### config.mk
export PLATFORM = sky130hd
export DESIGN_NAME = gcd_job_driver
export DESIGN_NICKNAME = d
export VERILOG_FILES = /design/src/rtl/gcd_job_driver.sv
export SDC_FILE = /design/constraint.sdc
export NUM_CORES = 1
export LEC_CHECK = 0
export ABC_AREA = 1
export BUFFER_PORTS_ARGS = -buffer_cell sky130_fd_sc_hd__buf_2
export CAP_MARGIN = 10
export CORE_ASPECT_RATIO = 1.25
export CORE_MARGIN = 2
export CORE_UTILIZATION = 51
export CTS_CLUSTER_SIZE = 16
export DETAILED_ROUTE_END_ITERATION = 6
export HOLD_SLACK_MARGIN = 0.08
export PLACE_DENSITY = 0.84
export SYNTH_ARGS = -nofsm -noshare
export SYNTH_HDL_FRONTEND = slang
export SYNTH_SLANG_ARGS = --single-unit
### constraint.sdc
create_clock -name clk -period 3.25 [get_ports clk]
set_clock_uncertainty 0.2 [all_clocks]
set_input_delay 0.65 -clock clk [delete_from_list [all_inputs] [get_ports clk]]
set_output_delay 0.65 -clock clk [all_outputs]
set_load 0.03 [all_outputs]
### src/rtl/gcd_job_driver.sv
// gcd_job_driver: initiator side of the GCD core handshake.
// Takes one operand pair at a time from an upstream valid/ready source and
// pulses gcd_start for one cycle while gcd_a/gcd_b are held stable. It then
// waits for gcd_done and returns the result, tagged with a job sequence
// number, on a downstream valid/ready port. A pair with a zero operand never
// reaches the core and is answered with rsp_y=0, rsp_err=1.
// Optional feature macro: GCD_DRV_TIMEOUT_EN. When it is defined, a job that
// sees no gcd_done within TIMEOUT WAIT cycles is answered with rsp_y=0,
// rsp_err=1 and rsp_timeout=1.
module gcd_job_driver #(
  parameter int W       = 8,
  parameter int ID_W    = 4,
  parameter int TIMEOUT = 255
) (
  input  logic            clk,
  input  logic            rst_n,
  input  logic            req_valid,
  output logic            req_ready,
  input  logic [W-1:0]    req_a,
  input  logic [W-1:0]    req_b,
  output logic            gcd_start,
  output logic [W-1:0]    gcd_a,
  output logic [W-1:0]    gcd_b,
  input  logic [W-1:0]    gcd_y,
  input  logic            gcd_done,
  input  logic            gcd_error,
  output logic            rsp_valid,
  input  logic            rsp_ready,
  output logic [W-1:0]    rsp_y,
  output logic            rsp_err,
  output logic            rsp_timeout,
  output logic [ID_W-1:0] rsp_tag,
  output logic            busy
);

  typedef enum logic [1:0] {
    S_IDLE  = 2'd0,
    S_ISSUE = 2'd1,
    S_WAIT  = 2'd2,
    S_RESP  = 2'd3
  } state_t;

  state_t          state;
  state_t          state_nxt;
  logic [ID_W-1:0] tag_cnt;
  logic            accept;
  logic            zero_op;
  logic            done_seen;
  logic            expire;

  // A TIMEOUT below 1 cannot express a WAIT budget; such a value is not a
  // legal configuration and this empty block only marks that range.
  if (TIMEOUT < 1) begin : g_illegal_timeout
  end

  // Handshake and event decode shared by the FSM and the datapath.
  always_comb begin
    accept    = req_valid && (state == S_IDLE);
    zero_op   = (req_a == '0) || (req_b == '0);
    // gcd_done is only meaningful while a job is actually outstanding.
    done_seen = (state == S_WAIT) && gcd_done;
  end

`ifdef GCD_DRV_TIMEOUT_EN
  localparam int TW = $clog2(TIMEOUT + 1);

  logic [TW-1:0] timer;

  // Expiry on the TIMEOUT-th WAIT cycle; a done in the same cycle wins.
  always_comb begin
    expire = (state == S_WAIT) && !gcd_done && (timer == TW'(TIMEOUT - 1));
  end

  // WAIT-cycle counter: cleared while issuing, counts every WAIT cycle.
  always_ff @(posedge clk or negedge rst_n) begin
    if (!rst_n) begin
      timer <= '0;
    end else if (state == S_ISSUE) begin
      timer <= '0;
    end else if (state == S_WAIT) begin
      timer <= timer + 1'b1;
    end
  end

  // Timeout flag of the held response, set only by an expired wait.
  always_ff @(posedge clk or negedge rst_n) begin
    if (!rst_n) begin
      rsp_timeout <= 1'b0;
    end else if (accept || done_seen) begin
      rsp_timeout <= 1'b0;
    end else if (expire) begin
      rsp_timeout <= 1'b1;
    end
  end
`else
  // Without the timer a job waits for gcd_done indefinitely.
  always_comb begin
    expire      = 1'b0;
    rsp_timeout = 1'b0;
  end
`endif

  // State register; reset aborts any job in flight.
  always_ff @(posedge clk or negedge rst_n) begin
    if (!rst_n) begin
      state <= S_IDLE;
    end else begin
      // NOTE: clocked state is written with <= so every register samples the
      // pre-edge values; blocking writes here would race with other blocks.
      state <= state_nxt;
    end
  end

  // Next-state logic for IDLE -> ISSUE -> WAIT -> RESP -> IDLE.
  always_comb begin
    // NOTE: default first, so every path assigns state_nxt and no latch is
    // inferred when a case arm leaves it untouched.
    state_nxt = state;
    case (state)
      S_IDLE:  if (accept) state_nxt = zero_op ? S_RESP : S_ISSUE;
      S_ISSUE: state_nxt = S_WAIT;
      S_WAIT:  if (done_seen || expire) state_nxt = S_RESP;
      S_RESP:  if (rsp_ready) state_nxt = S_IDLE;
      default: state_nxt = S_IDLE;
    endcase
  end

  // Moore outputs straight from the state, so reset forces them at once.
  always_comb begin
    req_ready = (state == S_IDLE);
    gcd_start = (state == S_ISSUE);
    rsp_valid = (state == S_RESP);
    busy      = (state != S_IDLE);
  end

  // Operand capture, result capture and job tagging.
  always_ff @(posedge clk or negedge rst_n) begin
    if (!rst_n) begin
      gcd_a   <= '0;
      gcd_b   <= '0;
      rsp_y   <= '0;
      rsp_err <= 1'b0;
      rsp_tag <= '0;
      tag_cnt <= '0;
    end else begin
      if (accept) begin
        gcd_a   <= req_a;
        gcd_b   <= req_b;
        rsp_tag <= tag_cnt;
        if (zero_op) begin
          rsp_y   <= '0;
          rsp_err <= 1'b1;
        end
      end
      if (done_seen) begin
        rsp_y   <= gcd_y;
        rsp_err <= gcd_error;
      end else if (expire) begin
        rsp_y   <= '0;
        rsp_err <= 1'b1;
      end
      // The tag advances only once the response has been taken; it wraps
      // naturally at 2^ID_W.
      if (rsp_valid && rsp_ready) begin
        tag_cnt <= tag_cnt + 1'b1;
      end
    end
  end

endmodule
==> impl_metrics.csv <==
group,metric,value,unit
clocking,clkLatencyLatePin,340,ps
pwr,leakage,1.20,nW
synthesis,ys_seq_area_frac,0.549,
global_routing,grt_pass1_vias,1259,
cells_and_area,layout_common_cells,"buf_2 (62), nand2_1 (58), dfrtp_1 (35), inv_1 (26), o21ai_0 (17)",
worst_hold_path,hold_class,"in -> async",
timing,setup_viol,0,
cells_and_area,regArea,876,sq um
synthesis,synth_cells,183,
clocking,cts_setup_buffers,0,
clocking,clk_pin_slew,100,ps
critical_path,r2r_slack,1250,ps
synthesis,synthTopCellsByArea,"dfrtp_1 (55%), nand2_1 (14%), inv_1 (6.1%)",
placement,gp_congestion,0.734,
placement,io_buffers,62,
routing,drt-initial-drc-count,18,
synthesis,synth-edff-count,0,
floorplan,core,2970,sq um
critical_path,critPathRequiredTime,2400,ps
synthesis,ys.flop_type,"dfrtp_1",
cells_and_area,multi_input_area,572,sq um
timing,clock.fmax,455,MHz
timing,hold_viol,0,
synthesis,ys_seq_elements,35,
floorplan,die_h,66.5,microns
clocking,cts_resized,0,
critical_path,crit_fanout,4,
clocking,cts_sinks,35,
cells_and_area,diodes,0,
critical_path,worstSetupStartpointType,"register",
clocking,cts_max_path_buffers,2,
clocking,cts_tree,"yes",
global_routing,grt_pass1_wl,5.22,mm
timing,relSlewSlack,0.513,
timing,fin_tns_setup,0,ps
routing,via_count,1349,
global_routing,grt_usage,0.203,
pwr,peakVddDrop,788,uV
timing,worstMarginPinSlew,731,ps
timing,min_period,2200,ps
run,maxCapViolCount,0,
synthesis,syn_area_per_cell,8.72,sq um
floorplan,die_w,54.0,microns
routing,wl_per_cell,11.1,microns
outcome,status,"finished clean",
cells_and_area,drive_gt1_frac,0.308,
placement,postPlaceCellArea,1900,sq um
synthesis,synth_nets,219,
cells_and_area,final_common_cell,"buf_2",
global_routing,grt_start_max_net_pins,41,
clocking,cts_max_level,2,
cells_and_area,fillers,272,
cells_and_area,final_nets,282,
routing,drt-total-wl,3.15,mm
cells_and_area,syn2layout_area_growth,23.7,%
clocking,cts_hold_buf,0,
timing,rsz0062_at_grt,"false",
floorplan,placementRows,22,
floorplan,ioPinCount,64,
synthesis,yosysTopAreaCell,"dfrtp_1",
routing,drc_errors,0,
timing,period_share,0.677,
critical_path,endpoint_kind,"primary output",
clocking,cts_buffers,5,
synthesis,async_flop_share,1.00,
floorplan,initial_core_util,0.537,
routing,vias_per_cell,4.77,
global_routing,overflow,0,
critical_path,criticalPathCategory,"reg -> out",
placement,dp_hpwl,2.40,mm
synthesis,synth_top_area_frac,0.549,
critical_path,cp.arrival,1350,ps
pwr,powerDensity,1030,nW/um^2
global_routing,antenna_found_initial,0,
clocking,clk_root_buffer_cell,"clkbuf_4",
routing,detail-route-antenna-nets,0,
routing,first_pass_iters,4,
cells_and_area,finalInstanceArea,1970,sq um
synthesis,synth_warnings,0,
synthesis,yosysUniqueCellTypes,22,
synthesis,netlist_area,1600,sq um
timing,final_max_slew_viol_count,0,
floorplan,die_area,3590,sq um
[critical path, cell delays in order, from the launching register on]
cell	delay, ps
dfrtp_1	420
inv_1	130
ha_1	240
buf_2	220
[per-layer routing]
metal / vias to the layer above / routed length, microns / part of all wire / GRT usage
met3: 8 / 178 / 0.056 / 0.0538
met5: - / 0 / 0 / 0
li1: 688 / - / - / -
met4: 0 / 63 / 0.020 / 0.0844
met1: 614 / 1240 / 0.39 / 0.213
met2: 39 / 1670 / 0.53 / 0.370
[synthesized netlist by cell type, types with 2 or more instances]
cell,count
nand2_1,58
dfrtp_1,35
inv_1,26
o21ai_0,17
nand3_1,14
ha_1,6
nor2_1,5
nand2_2,3
xor2_1,3
a21oi_1,2
buf_4,2
buf_6,2
[logic make-up after synthesis]
logic type,Yosys count,share of synthesized area
flops,35,0.549
compound gates,21,0.0674
fa+ha+maj,6,0.0471
buf+inv,33,0.0925
mux,1,0.00706
simple gates,83,0.218
other cells,1,0.00235
xor+xnor,3,0.0165
[power by group]
part	internal (mW)	switching, mW	total [mW]
registers	0.640	0.114	0.755
clock network	0.127	0.137	0.264
logic	0.302	0.714	1.02
total	1.07	0.965	2.04
[worst paths after layout]
path                                 startpoint                    to  depth (start not counted)
hold reg to reg            gcd_b[5]$_DFFE_PN0P_  gcd_b[5]$_DFFE_PN0P_                          2
max in group asynchronous                 rst_n  rsp_y[5]$_DFFE_PN0P_                          1
min in group clk           gcd_b[5]$_DFFE_PN0P_  gcd_b[5]$_DFFE_PN0P_                          2
setup / recovery           state[1]$_DFFE_PN0P_             req_ready                          3
hold / removal                            rst_n  state[1]$_DFFE_PN0P_                          1
setup reg to reg           state[1]$_DFFE_PN0P_   rsp_err$_DFFE_PN0P_                          7
[layout make-up]
| type | count | share of cell area |
|---|---|---|
| clock buffer | 8 | 0.0349 |
| inverter | 27 | 0.0514 |
| multi-input combinational | 115 | 0.290 |
| sequential | 35 | 0.444 |
| tap | 36 | 0.0228 |
| timing repair buffer | 62 | 0.157 |
[state kept, by name, summed over array words and instances (netlist names)]
signal and cells:
gcd_b 8, rsp_err 1, rsp_y 8, state 2, rsp_tag 4, gcd_a 8
tag_cnt 4
[stage by stage]
| stage | setup slack, ps | hold WS [ps] | cells | power, mW | utilization |
|---|---|---|---|---|---|
| 5_1_grt | 925 | 219 | 283 | 2.20 | 0.664 |
| 6_report | 1050 | 158 | 283 | 2.04 | 0.664 |
| 3_5_place_dp | 1250 | 269 | 275 | 1.79 | 0.641 |
| 4_1_cts | 1030 | 187 | 283 | 2.05 | 0.664 |
| 3_3_place_gp | 1300 | 257 | 275 | 1.75 | 0.641 |
| 2_1_floorplan | 1280 | 154 | 183 | 1.51 | - |
Power figures use the tool's default switching activity.
